**config.mk**
```make
export PLATFORM = sky130hd
export DESIGN_NAME = pep_ks_ctrl_cmd_gen
export DESIGN_NICKNAME = d
export VERILOG_FILES = /design/src/rtl/pep_ks_ctrl_cmd_gen.sv
export SDC_FILE = /design/constraint.sdc
export NUM_CORES = 1
export LEC_CHECK = 0
export CORE_ASPECT_RATIO = 0.7
export CORE_MARGIN = 4
export CORE_UTILIZATION = 58
export CTS_CLUSTER_SIZE = 40
export DETAILED_ROUTE_END_ITERATION = 12
export HOLD_SLACK_MARGIN = 0.03
export PLACE_DENSITY = 0.8
export SLEW_MARGIN = 10
export SYNTH_ARGS = -nofsm -noshare
export SYNTH_HDL_FRONTEND = slang
export SYNTH_SLANG_ARGS = --single-unit
```
**constraint.sdc**
```tcl
create_clock -name clk -period 3.1 [get_ports clk]
set_input_delay 0.62 -clock clk [delete_from_list [all_inputs] [get_ports clk]]
set_output_delay 0.62 -clock clk [all_outputs]
set_load 0.005 [all_outputs]
```
**src/rtl/pep_ks_ctrl_cmd_gen.sv**
```systemverilog
// pep_ks_ctrl_cmd_gen
// Buffers batch commands from the sequencer in a small FIFO and expands each
// one into KS_BLOCK_COL_NB per-column process commands for the KS feed stage.
// Acknowledges each command to the sequencer once its last column is handed off.
//
// Ports
//   clk, a_rst          : clock, asynchronous active-high reset
//   reset_cache         : synchronous flush request (registered internally)
//   seq_cmd_*           : incoming batch command (valid/ready)
//   feed_pcmd_*         : registered per-column process command
//   feed_vld/feed_rdy   : process command handshake
//   seq_ack*            : one-cycle completion pulse with the batch slot
//
// state | meaning
// IDLE  | no command presented; loads FIFO head (or bypasses a fresh push)
// RUN   | presenting a command; ks_loop advances on each accepted column

module pep_ks_ctrl_cmd_gen #(
  parameter int KS_BLOCK_COL_NB = 4,
  parameter int TOTAL_BATCH_NB  = 2,
  parameter int TOTAL_PBS_NB    = 64,
  parameter int BATCH_PBS_NB    = 16,
  parameter int CMD_FIFO_DEPTH  = 4,
  localparam int BATCH_ID_W = (TOTAL_BATCH_NB > 1) ? $clog2(TOTAL_BATCH_NB) : 1,
  localparam int PID_W      = $clog2(TOTAL_PBS_NB),
  localparam int BPBS_ID_W  = $clog2(BATCH_PBS_NB),
  localparam int KS_LOOP_W  = (KS_BLOCK_COL_NB > 1) ? $clog2(KS_BLOCK_COL_NB) : 1
) (
  input  logic                      clk,
  input  logic                      a_rst,
  input  logic                      reset_cache,
  input  logic [BATCH_ID_W-1:0]     seq_cmd_batch_id,
  input  logic [PID_W-1:0]          seq_cmd_first_pid,
  input  logic [BPBS_ID_W-1:0]      seq_cmd_pbs_cnt_max,
  input  logic                      seq_cmd_vld,
  output logic                      seq_cmd_rdy,
  output logic [KS_LOOP_W-1:0]      feed_pcmd_ks_loop,
  output logic [BATCH_ID_W-1:0]     feed_pcmd_batch_id,
  output logic [TOTAL_BATCH_NB-1:0] feed_pcmd_batch_id_1h,
  output logic [PID_W-1:0]          feed_pcmd_first_pid,
  output logic [BPBS_ID_W-1:0]      feed_pcmd_pbs_cnt_max,
  output logic                      feed_vld,
  input  logic                      feed_rdy,
  output logic                      seq_ack,
  output logic [BATCH_ID_W-1:0]     seq_ack_batch_id
);

  localparam int DEPTH_W = $clog2(CMD_FIFO_DEPTH);
  localparam logic [KS_LOOP_W-1:0] KS_LAST = KS_LOOP_W'(KS_BLOCK_COL_NB - 1);

  typedef enum logic {IDLE, RUN} state_e;

  typedef struct packed {
    logic [BATCH_ID_W-1:0] batch_id;
    logic [PID_W-1:0]      first_pid;
    logic [BPBS_ID_W-1:0]  pbs_cnt_max;
  } cmd_t;

  state_e                    state_q, state_d;
  cmd_t                      mem_q [CMD_FIFO_DEPTH];
  logic [DEPTH_W:0]          wr_ptr_q, rd_ptr_q, fifo_cnt;
  logic [DEPTH_W-1:0]        rd_idx, rd_idx_nxt;
  logic                      init_q, flush_q;
  logic                      fifo_empty, fifo_full;
  logic                      push, feed_hs, last_hs;
  cmd_t                      in_cmd, head_cmd, next_cmd, cmd_q, cmd_d;
  logic [KS_LOOP_W-1:0]      ks_loop_q, ks_loop_d;
  logic                      vld_q, vld_d;
  logic [TOTAL_BATCH_NB-1:0] batch_1h_q, batch_1h_d;
  logic                      ack_q;
  logic [BATCH_ID_W-1:0]     ack_id_q;

  assign in_cmd     = '{batch_id: seq_cmd_batch_id, first_pid: seq_cmd_first_pid,
                        pbs_cnt_max: seq_cmd_pbs_cnt_max};
  assign fifo_cnt   = wr_ptr_q - rd_ptr_q;
  assign fifo_empty = (wr_ptr_q == rd_ptr_q);
  assign fifo_full  = (wr_ptr_q[DEPTH_W-1:0] == rd_ptr_q[DEPTH_W-1:0]) &&
                      (wr_ptr_q[DEPTH_W] != rd_ptr_q[DEPTH_W]);
  assign rd_idx     = rd_ptr_q[DEPTH_W-1:0];
  assign rd_idx_nxt = rd_idx + DEPTH_W'(1);
  assign head_cmd   = mem_q[rd_idx];
  assign next_cmd   = mem_q[rd_idx_nxt];

  // init_q keeps ready low until the first edge after reset release.
  assign seq_cmd_rdy = init_q & ~fifo_full & ~flush_q;
  assign push        = seq_cmd_vld & seq_cmd_rdy;
  assign feed_hs     = vld_q & feed_rdy & ~flush_q;
  assign last_hs     = feed_hs & (ks_loop_q == KS_LAST);

  // The head stays in the FIFO while its columns are issued; it is popped
  // on the last-column handshake.
  always_comb begin
    state_d   = state_q;
    cmd_d     = cmd_q;
    ks_loop_d = ks_loop_q;
    vld_d     = vld_q;
    if (flush_q) begin
      state_d   = IDLE;
      ks_loop_d = '0;
      vld_d     = 1'b0;
    end else begin
      case (state_q)
        IDLE: begin
          if (!fifo_empty || push) begin
            // Empty FIFO: bypass the incoming command so it shows next cycle.
            cmd_d     = fifo_empty ? in_cmd : head_cmd;
            ks_loop_d = '0;
            vld_d     = 1'b1;
            state_d   = RUN;
          end
        end
        RUN: begin
          if (last_hs) begin
            if (fifo_cnt > (DEPTH_W+1)'(1)) begin
              cmd_d     = next_cmd;
              ks_loop_d = '0;
            end else begin
              vld_d   = 1'b0;
              state_d = IDLE;
            end
          end else if (feed_hs) begin
            ks_loop_d = ks_loop_q + KS_LOOP_W'(1);
          end
        end
        default: state_d = IDLE;
      endcase
    end
  end

  assign batch_1h_d = TOTAL_BATCH_NB'(1) << cmd_d.batch_id;

  always_ff @(posedge clk or posedge a_rst) begin
    if (a_rst) begin
      state_q    <= IDLE;
      init_q     <= 1'b0;
      flush_q    <= 1'b0;
      wr_ptr_q   <= '0;
      rd_ptr_q   <= '0;
      cmd_q      <= '0;
      ks_loop_q  <= '0;
      vld_q      <= 1'b0;
      batch_1h_q <= '0;
      ack_q      <= 1'b0;
      ack_id_q   <= '0;
      for (int i = 0; i < CMD_FIFO_DEPTH; i++) mem_q[i] <= '0;
    end else begin
      state_q    <= state_d;
      init_q     <= 1'b1;
      flush_q    <= reset_cache;
      cmd_q      <= cmd_d;
      ks_loop_q  <= ks_loop_d;
      vld_q      <= vld_d;
      batch_1h_q <= batch_1h_d;
      ack_q      <= last_hs;
      if (last_hs) ack_id_q <= cmd_q.batch_id;
      if (push) mem_q[wr_ptr_q[DEPTH_W-1:0]] <= in_cmd;
      if (flush_q) begin
        wr_ptr_q <= '0;
        rd_ptr_q <= '0;
      end else begin
        if (push)    wr_ptr_q <= wr_ptr_q + (DEPTH_W+1)'(1);
        if (last_hs) rd_ptr_q <= rd_ptr_q + (DEPTH_W+1)'(1);
      end
    end
  end

  assign feed_pcmd_ks_loop     = ks_loop_q;
  assign feed_pcmd_batch_id    = cmd_q.batch_id;
  assign feed_pcmd_batch_id_1h = batch_1h_q;
  assign feed_pcmd_first_pid   = cmd_q.first_pid;
  assign feed_pcmd_pbs_cnt_max = cmd_q.pbs_cnt_max;
  assign feed_vld              = vld_q;
  assign seq_ack               = ack_q;
  assign seq_ack_batch_id      = ack_id_q;

endmodule

```
# Word level (Yosys, flattened, before mapping)
# Index checks and enable logic that the tools add are counted.
dict set report word_totals {
  input_bits 16
  regBits 71
  out_inout_bits 19
  word_cells 104
}
dict set report op_classes {
  reduce_logical 9
  bitwise 12
  n_eq_ne 12
  order_cmp 5
  addsub 5
  mux 35
  shifts 1
}
# op n
set ops {}
lappend ops {{11-bit 2-to-1 mux} 10}
lappend ops {{11-bit binary-select mux with 2-bit select} 2}
lappend ops {{44-bit bitwise mux} 1}
lappend ops {{11-bit demux with 2-bit select} 1}
lappend ops {{11-bit one-hot mux with 2 select lines} 1}
lappend ops {{3-bit 2-to-1 mux} 4}
lappend ops {{2-bit 2-to-1 mux} 5}
lappend ops {{3-bit >= comparator, second input constant} 3}
lappend ops {{2-bit inverter with 3-bit output} 3}
lappend ops {{1-bit 2-to-1 mux} 8}
lappend ops {{3-bit by 1-bit adder with 3-bit output, second input constant} 2}
lappend ops {{1-bit bitwise AND} 6}
lappend ops {{3-bit != test, second input constant} 2}
lappend ops {{3-bit AND reduction} 2}
lappend ops {{2-bit by 1-bit adder with 2-bit output, second input constant} 2}
lappend ops {{2-bit by 1-bit != test with 1-bit output, second input constant} 2}
lappend ops {{4-bit by 1-bit != test with 1-bit output, second input constant} 1}
lappend ops {{4-bit by 3-bit != test with 1-bit output, second input constant} 1}
lappend ops {{1-bit one-hot mux with 2 select lines} 2}
lappend ops {{2-bit one-hot mux with 2 select lines} 1}
lappend ops {{4-bit AND reduction} 1}
lappend ops {{2-bit nonzero test} 2}
lappend ops {{3-bit == test} 1}
lappend ops {{3-bit by 1-bit > comparator with 1-bit output, second input constant} 1}
lappend ops {{other kinds (12)} 15}

# Longest topological paths before layout
dict set report logic_depth {
  depth_word 11
  depth_mapped 8
  ltp_nobuf 7
}

# Least setup slack after synthesis
# Ideal clock, no wire load.
dict set report synth_path {
  path_kind {flip-flop to output port}
  startpoint {reg rd_ptr_q[1]}
  endpoint {out seq_cmd_rdy}
  n_path_buf 2
  stages_incl_launch_ff 7
  slack_ns 0.878
  arrival_time_ns 1.602
  t_required_ns 2.480
  cell_sequence {dfrtp_1 > buf_2 > inv_1 > ha_1 > nand2_1 > clkbuf_1 > o211a_1}
}
dict set report synth_via {
  elab_chain_len 5
}
# item line_no
set synth_rtl {}
lappend synth_rtl {{start, declared} 61} ;# logic [DEPTH_W:0] wr_ptr_q, rd_ptr_q, fifo_cnt;
lappend synth_rtl {{start signal, assigned} 162} ;# if (last_hs) rd_ptr_q <= rd_ptr_q + (DEPTH_W+1)'(1);
lappend synth_rtl {{2-bit == test} 77} ;# assign fifo_full = (wr_ptr_q[DEPTH_W-1:0] == rd_ptr_q[DEPTH_W-1:0]) &&
lappend synth_rtl {{1-bit logical AND} 77}
lappend synth_rtl {{1-bit inverter} 85} ;# assign seq_cmd_rdy = init_q & ~fifo_full & ~flush_q;
lappend synth_rtl {{1-bit bitwise AND (2 in series)} 85}
lappend synth_rtl {{end, declared} 36} ;# output logic seq_cmd_rdy,
# Every way passes these cells.

# Worst setup path after layout
# Ends and elaborated chain as after synthesis.

==> impl_metrics.csv <==
group,metric,value,unit
cells_and_area,layout-drive-gt1-share,0.302,
cells_and_area,num_antenna_cells,0,
timing,worst_pin_slew,0.754,ns
timing,finClkSkew,0.00734,ns
drt,wire_per_inst,21.9,microns
timing,max_freq,353,MHz
drt,vias,2766,
timing,fin_crit,2.83,ns
yosys,synth_nets,324,
floorplan,die_y,75.8,microns
floorplan,num_rows,24,
cts,root_buffer,"clkbuf_8",
cts,cts_buffers,9,
placement,gp_congestion,0.877,
power_and_ir_drop,p_per_area,618,mW/mm^2
run_status,outcome,"complete, no violations",
timing,tns,0,ns
timing,hold_violations,0,
yosys,synthXorXnorAreaFrac,0.0171,
floorplan,coreArea,0.00631,sq mm
cts,clk_latency,0.35,ns
critical_path,cp.required,2.48,ns
yosys,synth_flop_cell,"dfrtp_1",
grt,grt-ovfl-total,0,
yosys,synth_edf_count,0,
placement,port_buffers,34,
grt,grt_max_degree,48,
yosys,synthDistinctLibCells,48,
critical_path,crit_start,"rd_ptr_q[1]$_DFFE_PP0P_",
drt,ant_nets,0,
cts,cts_tree,"yes",
floorplan,die_w,105,microns
grt,grt_first_pass_wirelength,15100,microns
power_and_ir_drop,leakage,1.86,nW
drt,routed_wirelength,9110,microns
timing,fin_crit_sh,0.913,
timing,slew_headroom,0.497,
critical_path,path_max_fanout,7,
yosys,synth_top_family_by_area,"multiplexers",
drt,firstDrtPassIters,5,
cts,cts_buffer_depth,2,
critical_path,r2r-start,"wr_ptr_q[0]$_DFFE_PP0P_",
cells_and_area,final_cell_area,0.00443,sq mm
yosys,synth_compound_area_frac,0.107,
floorplan,io_pins,35,
yosys,synth_area,0.00381,sq mm
yosys,synth_fa_ha_area_frac,0.0315,
yosys,synthArstFlopShare,1.00,
yosys,synth_warnings,0,
critical_path,end_kind,"primary output",
critical_path,cp-start-kind,"flip-flop",
yosys,synthMuxAreaShare,0.266,
cts,postCtsHoldBufs,0,
cells_and_area,nets,358,
yosys,yosys.area_share.simple,0.0733,
floorplan,start_util,0.604,
power_and_ir_drop,vdd_drop_max,0.000341,V
critical_path,critPathArrivalTime,2.21,ns
hold_path,hold_path.class,"reg2reg",
critical_path,worstSetupPathType,"reg2out",
timing,drv_slew,0,
placement,hpwl,6320,microns
drt,drc_errors,0,
yosys,syn_inst,299,
cts,htreeDepth,3,
floorplan,dieArea,0.00795,sq mm
grt,first_global_vias,2818,
yosys,synth_seq_cells,70,
drt,avgViaCountPerCell,6.65,
drt,drt_iter0_drc,226,
hold_path,min_from,"seq_ack_batch_id$_DFFE_PP0P_",
cts,cts_resized,0,
cts,cts_setup_buffers,0,
timing,rsz0062_at_grt,"no",
cts,cts_sinks,70,
placement,dpl_cell_area,0.00422,sq mm
yosys,avgSynthCellArea,12.7,sq um
yosys,yosys-top-cells-area,"dfrtp_1, mux2_2, mux4_2, a31oi_1, ha_1",
cts,clk_pin_slew_worst_paths,0.08,ns
yosys,yosysTopAreaCellShare,0.460,
yosys,yosysTopAreaCell,"dfrtp_1",
cells_and_area,syn2layout_area_growth,16.3,%
timing,setup_viol,0,
grt,antenna_found_initial,0,
job,drv_cap,0,
yosys,ys_seq_area_frac,0.460,
grt,grt_usage,0.254,
per-layer routing:
metal	global-route usage	wire length [microns]	up-vias
li1	-	-	1205
met5	0	0	-
met1	0.338	3870	1411
met3	0.0847	778	16
met4	0.0757	144	0
met2	0.407	4320	134
layout by cell type, fill, tap and decap left out, types with 4 or more instances in the layout:
master and count:
ha_1 8, o21ai_0 11, a21o_1 10, inv_1 5
nand3_1 4, mux4_2 22, dfrtp_1 70, nand4_1 11
a31oi_1 20, mux2_2 45, clkbuf_8 11, nand2_1 24
buf_4 13, clkdlybuf4s50_1 34, nor2_1 5
critical path, stage by stage, from the launching register on:
cell and delay [ns]:
dfrtp_1 0.42, buf_4 0.20, inv_1 0.06, ha_1 0.28, nand2_1 0.24, o211a_1 0.18, clkdlybuf4s50_1 0.49
report_power, final:
part / leakage, nW / switching [W] / internal (W)
registers: 0.895 / 0.000184 / 0.00111
clock network: 0.0992 / 0.000352 / 0.000419
logic: 0.861 / 0.000247 / 0.000423
total: 1.86 / 0.000784 / 0.00195
final timing paths:
kind,end,cells past startpoint,slack [ns]
max,seq_cmd_rdy,6,0.27
min,seq_ack_batch_id$_DFFE_PP0P_,1,0.51
max reg2reg,feed_pcmd_first_pid[1]$_DFFE_PP0P_,8,0.49
min reg2reg,seq_ack_batch_id$_DFFE_PP0P_,1,0.51
max in group asynchronous,feed_vld$_DFFE_PP0P_,3,1.83
min in group asynchronous,mem_q[1]$_DFFE_PP0P_,2,0.64
final cells by class:
class,count,area (sq um)
multi-input cells,198,1890
clock inverters,4,53.8
repair buffers,48,458
fillers,457,1880
flip-flops and latches,70,1750
clock buffers,12,155
well taps,78,97.6
inverters,6,22.5
through the flow:
stage | std cells | total power (W) | hold slack (ns) | setup WS (ns) | util
2_1_floorplan | 299 | 0.00164 | 0.491 | 0.712 | -
3_3_place_gp | 400 | 0.00193 | 0.492 | 0.525 | 0.669
3_5_place_dp | 400 | 0.00197 | 0.499 | 0.536 | 0.669
4_1_cts | 416 | 0.00275 | 0.516 | 0.245 | 0.702
5_1_grt | 416 | 0.00287 | 0.544 | 0.137 | 0.702
6_report | 416 | 0.00274 | 0.511 | 0.270 | 0.702
sequential cells by signal (all words and copies together), names as in the netlist, named ones only:
| name | flops |
|---|---|
| feed_pcmd_ks_loop | 2 |
| seq_ack_batch_id | 1 |
| init_q | 1 |
| wr_ptr_q | 3 |
| state_q | 1 |
| rd_ptr_q | 3 |
| flush_q | 1 |
| feed_pcmd_pbs_cnt_max | 4 |
| feed_pcmd_first_pid | 6 |
| feed_pcmd_batch_id_1h | 1 |
| mem_q | 44 |
| feed_vld | 1 |
| seq_ack | 1 |
cell families (layout without fill, tap and decap cells):
logic type	after synthesis	after routing
compound gates	59	59
mux	68	68
other cells	1	1
fa+ha+maj	9	9
xor+xnor	5	5
buf+inv	31	70
flops	70	70
simple gates	56	56
Yosys cell counts, drive strengths merged (4+ instances only):
master   n
dfrtp   70
mux2    45
nand2   24
mux4    22
a31oi   20
buf     17
nand4   11
o21ai   11
a21o    10
clkbuf   8
ha       8
inv      6
nor2     5
nand3    4
(Power assumes the default switching activity.)
